[config.mk]
export PLATFORM = sky130hd
export DESIGN_NAME = axi4_lite_write_slave_decoupled
export DESIGN_NICKNAME = d
export VERILOG_FILES = /design/src/rtl/axi4_lite_pkg.sv /design/src/rtl/axi4_lite_hold_reg.sv /design/src/rtl/axi4_lite_write_slave_decoupled.sv
export SDC_FILE = /design/constraint.sdc
export NUM_CORES = 1
export LEC_CHECK = 0
export CAP_MARGIN = 20
export CORE_MARGIN = 2
export CORE_UTILIZATION = 25
export DETAILED_ROUTE_END_ITERATION = 8
export SYNTH_ARGS = -nofsm -noshare
export SYNTH_HDL_FRONTEND = slang
export SYNTH_SLANG_ARGS = --single-unit
[constraint.sdc]
create_clock -name clk -period 6.8 [get_ports clk]
set_input_delay 1.02 -clock clk [delete_from_list [all_inputs] [get_ports clk]]
set_output_delay 1.02 -clock clk [all_outputs]
set_load 0.02 [all_outputs]
[src/rtl/axi4_lite_pkg.sv]
// Shared types for the AXI4-Lite write slave: response codes and FSM states.
package axi4_lite_pkg;

    typedef enum logic [1:0] {
        OKAY   = 2'b00,
        SLVERR = 2'b10
    } resp_e;

    typedef enum logic [1:0] {
        ST_COLLECT = 2'b00,
        ST_MEM     = 2'b01,
        ST_BRESP   = 2'b10
    } state_e;

endpackage

[src/rtl/axi4_lite_hold_reg.sv]
// One-entry valid/ready holding register. It accepts a payload whenever it is
// empty and keeps it untouched until the owner retires it with clear_i.
module axi4_lite_hold_reg #(
    parameter int WIDTH = 32
) (
    input  logic             clk,
    input  logic             rst,
    input  logic             valid_i,
    output logic             ready_o,
    input  logic [WIDTH-1:0] data_i,
    input  logic             clear_i,
    output logic             full_o,
    output logic [WIDTH-1:0] data_o
);

    logic             full_q, full_d;
    logic [WIDTH-1:0] data_q, data_d;

    // Capture on a handshake into an empty slot; retirement frees the slot.
    always_comb begin
        full_d = full_q;
        data_d = data_q;
        if (clear_i) begin
            full_d = 1'b0;
        end else if (valid_i && !full_q) begin
            full_d = 1'b1;
            data_d = data_i;
        end
    end

    // Slot state and payload storage.
    always_ff @(posedge clk or posedge rst) begin
        if (rst) begin
            full_q <= 1'b0;
            data_q <= '0;
        end else begin
            full_q <= full_d;
            data_q <= data_d;
        end
    end

    assign ready_o = !full_q;
    assign full_o  = full_q;
    assign data_o  = data_q;

endmodule

[src/rtl/axi4_lite_write_slave_decoupled.sv]
// AXI4-Lite write slave with independent AW and W holding registers. Once both
// halves of a write are present the address is decoded; legal writes are
// handed to a simple memory port, illegal ones are answered with SLVERR.
module axi4_lite_write_slave_decoupled
    import axi4_lite_pkg::*;
#(
    parameter  int                    ADDR_WIDTH = 32,
    parameter  int                    DATA_WIDTH = 32,
    parameter  logic [ADDR_WIDTH-1:0] BASE_ADDR  = '0,
    parameter  int unsigned           ADDR_SPAN  = 4096,
    localparam int                    STRB_WIDTH = DATA_WIDTH / 8,
    localparam int                    OFFS       = $clog2(STRB_WIDTH)
) (
    input  logic                  clk,
    input  logic                  rst,
    input  logic [ADDR_WIDTH-1:0] S_AXI_AWADDR,
    input  logic                  S_AXI_AWVALID,
    output logic                  S_AXI_AWREADY,
    input  logic [DATA_WIDTH-1:0] S_AXI_WDATA,
    input  logic [STRB_WIDTH-1:0] S_AXI_WSTRB,
    input  logic                  S_AXI_WVALID,
    output logic                  S_AXI_WREADY,
    output logic [1:0]            S_AXI_BRESP,
    output logic                  S_AXI_BVALID,
    input  logic                  S_AXI_BREADY,
    output logic                  mem_write,
    input  logic                  mem_ready,
    output logic [ADDR_WIDTH-1:0] addr,
    output logic [DATA_WIDTH-1:0] write_data,
    output logic [STRB_WIDTH-1:0] byte_en,
    output logic [15:0]           err_count
);

    // Upper bound of the window, one bit wider so BASE_ADDR+ADDR_SPAN cannot wrap.
    localparam logic [ADDR_WIDTH:0] WIN_LO = {1'b0, BASE_ADDR};
    localparam logic [ADDR_WIDTH:0] WIN_HI = WIN_LO + (ADDR_WIDTH + 1)'(ADDR_SPAN);

    state_e                          state_q, state_d;
    resp_e                           bresp_q, bresp_d;
    logic [15:0]                     err_q, err_d;
    logic                            retire;
    logic                            aw_full, w_full;
    logic                            aw_ready, w_ready;
    logic [ADDR_WIDTH-1:0]           aw_addr;
    logic [DATA_WIDTH+STRB_WIDTH-1:0] w_payload;
    logic [DATA_WIDTH-1:0]           w_data;
    logic [STRB_WIDTH-1:0]           w_strb;
    logic                            addr_legal;

    axi4_lite_hold_reg #(
        .WIDTH (ADDR_WIDTH)
    ) u_aw_hold (
        .clk     (clk),
        .rst     (rst),
        .valid_i (S_AXI_AWVALID),
        .ready_o (aw_ready),
        .data_i  (S_AXI_AWADDR),
        .clear_i (retire),
        .full_o  (aw_full),
        .data_o  (aw_addr)
    );

    axi4_lite_hold_reg #(
        .WIDTH (DATA_WIDTH + STRB_WIDTH)
    ) u_w_hold (
        .clk     (clk),
        .rst     (rst),
        .valid_i (S_AXI_WVALID),
        .ready_o (w_ready),
        .data_i  ({S_AXI_WSTRB, S_AXI_WDATA}),
        .clear_i (retire),
        .full_o  (w_full),
        .data_o  (w_payload)
    );

    assign w_data = w_payload[DATA_WIDTH-1:0];
    assign w_strb = w_payload[DATA_WIDTH+STRB_WIDTH-1:DATA_WIDTH];

    assign addr_legal = ({1'b0, aw_addr} >= WIN_LO) &&
                        ({1'b0, aw_addr} <  WIN_HI) &&
                        (aw_addr[OFFS-1:0] == '0);

    // Transaction sequencing: decode, memory access, response, with retirement
    // of both holding registers on the edge that leaves the issuing state.
    always_comb begin
        state_d = state_q;
        bresp_d = bresp_q;
        err_d   = err_q;
        retire  = 1'b0;
        case (state_q)
            ST_COLLECT: begin
                if (aw_full && w_full) begin
                    if (addr_legal) begin
                        state_d = ST_MEM;
                    end else begin
                        state_d = ST_BRESP;
                        bresp_d = SLVERR;
                        retire  = 1'b1;
                        if (err_q != 16'hFFFF) begin
                            err_d = err_q + 16'd1;
                        end
                    end
                end
            end
            ST_MEM: begin
                if (mem_ready) begin
                    state_d = ST_BRESP;
                    bresp_d = OKAY;
                    retire  = 1'b1;
                end
            end
            ST_BRESP: begin
                if (S_AXI_BREADY) begin
                    state_d = ST_COLLECT;
                end
            end
            default: begin
                state_d = ST_COLLECT;
            end
        endcase
    end

    // FSM state, latched response code and error counter.
    always_ff @(posedge clk or posedge rst) begin
        if (rst) begin
            state_q <= ST_COLLECT;
            bresp_q <= OKAY;
            err_q   <= '0;
        end else begin
            state_q <= state_d;
            bresp_q <= bresp_d;
            err_q   <= err_d;
        end
    end

    // READY is forced low while reset is held, even though the slots are empty.
    assign S_AXI_AWREADY = aw_ready && !rst;
    assign S_AXI_WREADY  = w_ready && !rst;

    assign S_AXI_BVALID  = (state_q == ST_BRESP);
    assign S_AXI_BRESP   = S_AXI_BVALID ? bresp_q : OKAY;

    assign mem_write     = (state_q == ST_MEM);
    assign addr          = mem_write ? aw_addr : '0;
    assign write_data    = mem_write ? w_data  : '0;
    assign byte_en       = mem_write ? w_strb  : '0;

    assign err_count     = err_q;

endmodule
==> reports/qor.txt <==
=====================================================================================================
Area share of xor/xnor cells in the synthesized design                                          2.76%
Slew Limit Fails                                                                                    0
Initial standard-cell utilization of the core                                                   25.8%
Post-CTS Repair Setup Buffers                                                                       0
Clock Pin Slew Worst Setup and Hold Paths                                                       70 ps
Number of library cell types mapped by synthesis                                                   35
Max VDD drop                                                                                 0.218 mV
Minimum clock period                                                                          3290 ps
Antenna-violating nets left                                                                         0
Post-layout util                                                                                39.4%
Result of the run                                                                        complete, no violations
Cell row count                                                                                     46
Number of top-level pins                                                                          164
Core Box Area                                                                             16000 sq um
Type of the worst min-delay path                                                              reg2reg
Compound-Gate Fraction of Synth Area                                                            1.46%
Slack of the worst reg-to-reg path                                                            4520 ps
Multiplexer share of the synthesized area                                                       19.4%
Detailed Route WL                                                                        10200 microns
YS warnings                                                                                         0
CTS tree                                                                                          yes
Combinational family with the most area after synthesis                                  multiplexers
Global-route wire length before repair                                                   16700 microns
Post-synthesis sequential area ratio                                                            54.0%
Clock Skew                                                                                    10.3 ps
Number of cells upsized or downsized after cts                                                      0
Count of flip-flops with a built-in enable after synthesis                                          0
Maximum level of the CTS H-tree                                                                     3
Category of the critical setup timing path                                                    reg2out
Category of the worst setup path capture point                                            output port
Static power due to leakage                                                                   2.56 nW
Grt total ovfl                                                                                      0
Relative area change from synthesis to final layout                                             53.0%
Basic-gate share of the synthesized area counting and, or, nand and nor cells                   18.3%
Crit-path max FO                                                                                   46
Slew @ Worst Pin                                                                               791 ps
Setup repair after global routing missed its margin                                             false
Highest Clock Rate                                                                          0.304 GHz
Count of TritonRoute iterations in the first routing pass                                           4
Drt first-iter violations                                                                          72
Final worst-path cycle share                                                                    48.3%
GRT Total Usage                                                                                 11.9%
Clock buffer count from CTS                                                                         9
Largest net degree at the start of global routing                                                  57
Hold buffer count at cts                                                                            0
Max-cap violations                                                                                  0
Number of vias in the routed layout                                                              3020
Global placer's final weighted congestion                                                       0.757
IO Port Bufs                                                                                      162
Net Count, Synth                                                                                  403
Proportion of synthesized flip-flops having asynchronous set or reset                            100%
Total count of hold-check failures in the final report                                              0
Nets                                                                                              563
Synthesized netlist cell count                                                                    328
Required time at the worst-slack endpoint                                                     5780 ps
Width of the chip                                                                         132 microns
Syn_area_per_cell                                                                          12.6 sq um
Crit path launch type                                                                            flop
CP arrival                                                                                    2270 ps
Number of antenna violations at the first check in global routing                                   1
Post-synthesis share of cell area spent on full adders, half adders and majority gates         0.303%
Half-perimeter wire length after placement                                               7340 microns
Number of synthesized register bits                                                                89
Worst skew pair latency                                                                        340 ps
Max Root-Sink Buffers                                                                               2
Accumulated negative setup slack                                                                 0 ps
Total setup violations reported at the end of the flow                                              0
Drc violations                                                                                      0
Share of post-route cells with drive strength above 1                                           19.1%
Remaining max-slew budget at the tightest pin                                                   47.0%
Die Footprint                                                                             17500 sq um
Post-synthesis instance area                                                               4130 sq um
Top_reg_cell synth                                                                            dfrtp_1
Sinks on the clock net                                                                             89
Die height                                                                                132 microns
Via density                                                                                      4.25
Master cell of the clock root buffer                                                        clkbuf_16
Number of global-route vias before repair                                                        3171
Detailed-route wire length per cell                                                      14.3 microns
Pwr dens                                                                                  326 nW/um^2
=====================================================================================================
==> critical path, stage by stage (launching register included) <==
cell             delay (ps)
dfrtp_1                 420
nor2b_4                 450
buf_12                  260
and2_1                  150
clkdlybuf4s50_1         620
==> power by group <==
| group | internal, W | switching (W) |
|---|---|---|
| registers | 0.000769 | 0.000147 |
| clock network | 0.000360 | 0.000207 |
| logic | 0.000339 | 0.000232 |
==> sequential cells by signal, indices dropped and copies added, names as in the netlist <==
register,count
bresp_q,1
err_count,16
state_q,2
u_aw_hold.data_o,32
u_aw_hold.full_o,1
u_w_hold.data_o,36
u_w_hold.full_o,1
==> cell usage in the layout, fill, tap and decap left out, types with 2 or more instances in the layout <==
master,Yosys,final
buf_4,3,3
clkdlybuf4s50_1,0,162
dfrtp_1,89,89
nor2_1,7,7
nor3_1,8,8
clkinvlp_4,0,2
xor2_1,12,12
and2_1,69,69
nor3b_4,1,2
mux2_1,6,6
and4_1,2,2
nand4_1,3,3
nand3_1,5,5
inv_1,4,3
nand2b_1,2,2
nand2_1,11,11
mux2_2,65,65
nor4_1,10,10
bufinv_16,0,3
o21a_1,2,2
clkbuf_16,0,9
==> path summary, 6_finish.rpt <==
kind	startpoint	endpoint	depth (start not counted)
max	state_q[1]	addr[29]	4
min	u_w_hold.data_o[1]	u_w_hold.data_o[1]	1
max reg2reg	u_aw_hold.data_o[14]	err_count[1]	5
min reg2reg	u_w_hold.data_o[1]	u_w_hold.data_o[1]	1
max in group asynchronous	rst	u_w_hold.data_o[0]	4
min in group asynchronous	rst	u_w_hold.data_o[35]	3
==> through the flow <==
stage	cells	power, W	setup slack, ps	hold WS, ps	instance area (sq um)
after floorplan	328	0.00131	3470	438	4130
after global placement	691	0.00148	3470	460	5920
after detailed placement	693	0.00151	3580	471	5960
after CTS	709	0.00210	3450	486	6310
after global routing	710	0.00219	3340	501	6310
final	710	0.00205	3510	477	6310
==> Yosys cell counts (2+ instances only) <==
library cell | instances | share of area [%]
buf_2 | 2 | 0.24
nor2_1 | 7 | 0.64
buf_6 | 3 | 0.82
and2_1 | 69 | 10
mux2_1 | 6 | 1.6
mux2_2 | 65 | 18
buf_4 | 3 | 0.55
nand3_1 | 5 | 0.61
nand2b_1 | 2 | 0.30
nand4_1 | 3 | 0.46
xor2_1 | 12 | 2.5
o21a_1 | 2 | 0.36
nand2_1 | 11 | 1.0
dfrtp_1 | 89 | 54
nor3_1 | 8 | 0.97
and4_1 | 2 | 0.42
nor4_1 | 10 | 1.5
buf_8 | 3 | 1.1
clkbuf_1 | 7 | 0.64
inv_1 | 4 | 0.36
==> cells by family after synthesis <==
family,Yosys count
and+or+nand+nor,124
muxes,71
other,1
AOI/OAI and AO/OA,7
buffers and inverters,22
xor gates and xnor gates,13
DFF,89
adders and majority gates,1
==> routing by layer <==
layer	vias to the layer above	wire length, microns	track usage (%)
li1	1439	-	-
met1	1470	4220	14.1
met2	98	5010	19.8
met3	13	713	3.83
met4	0	206	5.02
met5	-	0	0
==> area by class of cell <==
| cell class | instances | area, sq um |
|---|---|---|
| antenna | 1 | 2.50 |
| tap | 216 | 270 |
| inverter | 4 | 16.3 |
| clock inverter | 6 | 114 |
| sequential | 89 | 2230 |
| multi-input combinational | 217 | 1760 |
| fill | 1588 | 9690 |
| timing repair buffer | 167 | 1690 |
| clock buffer | 10 | 229 |
Power figures use the tool's default switching activity.
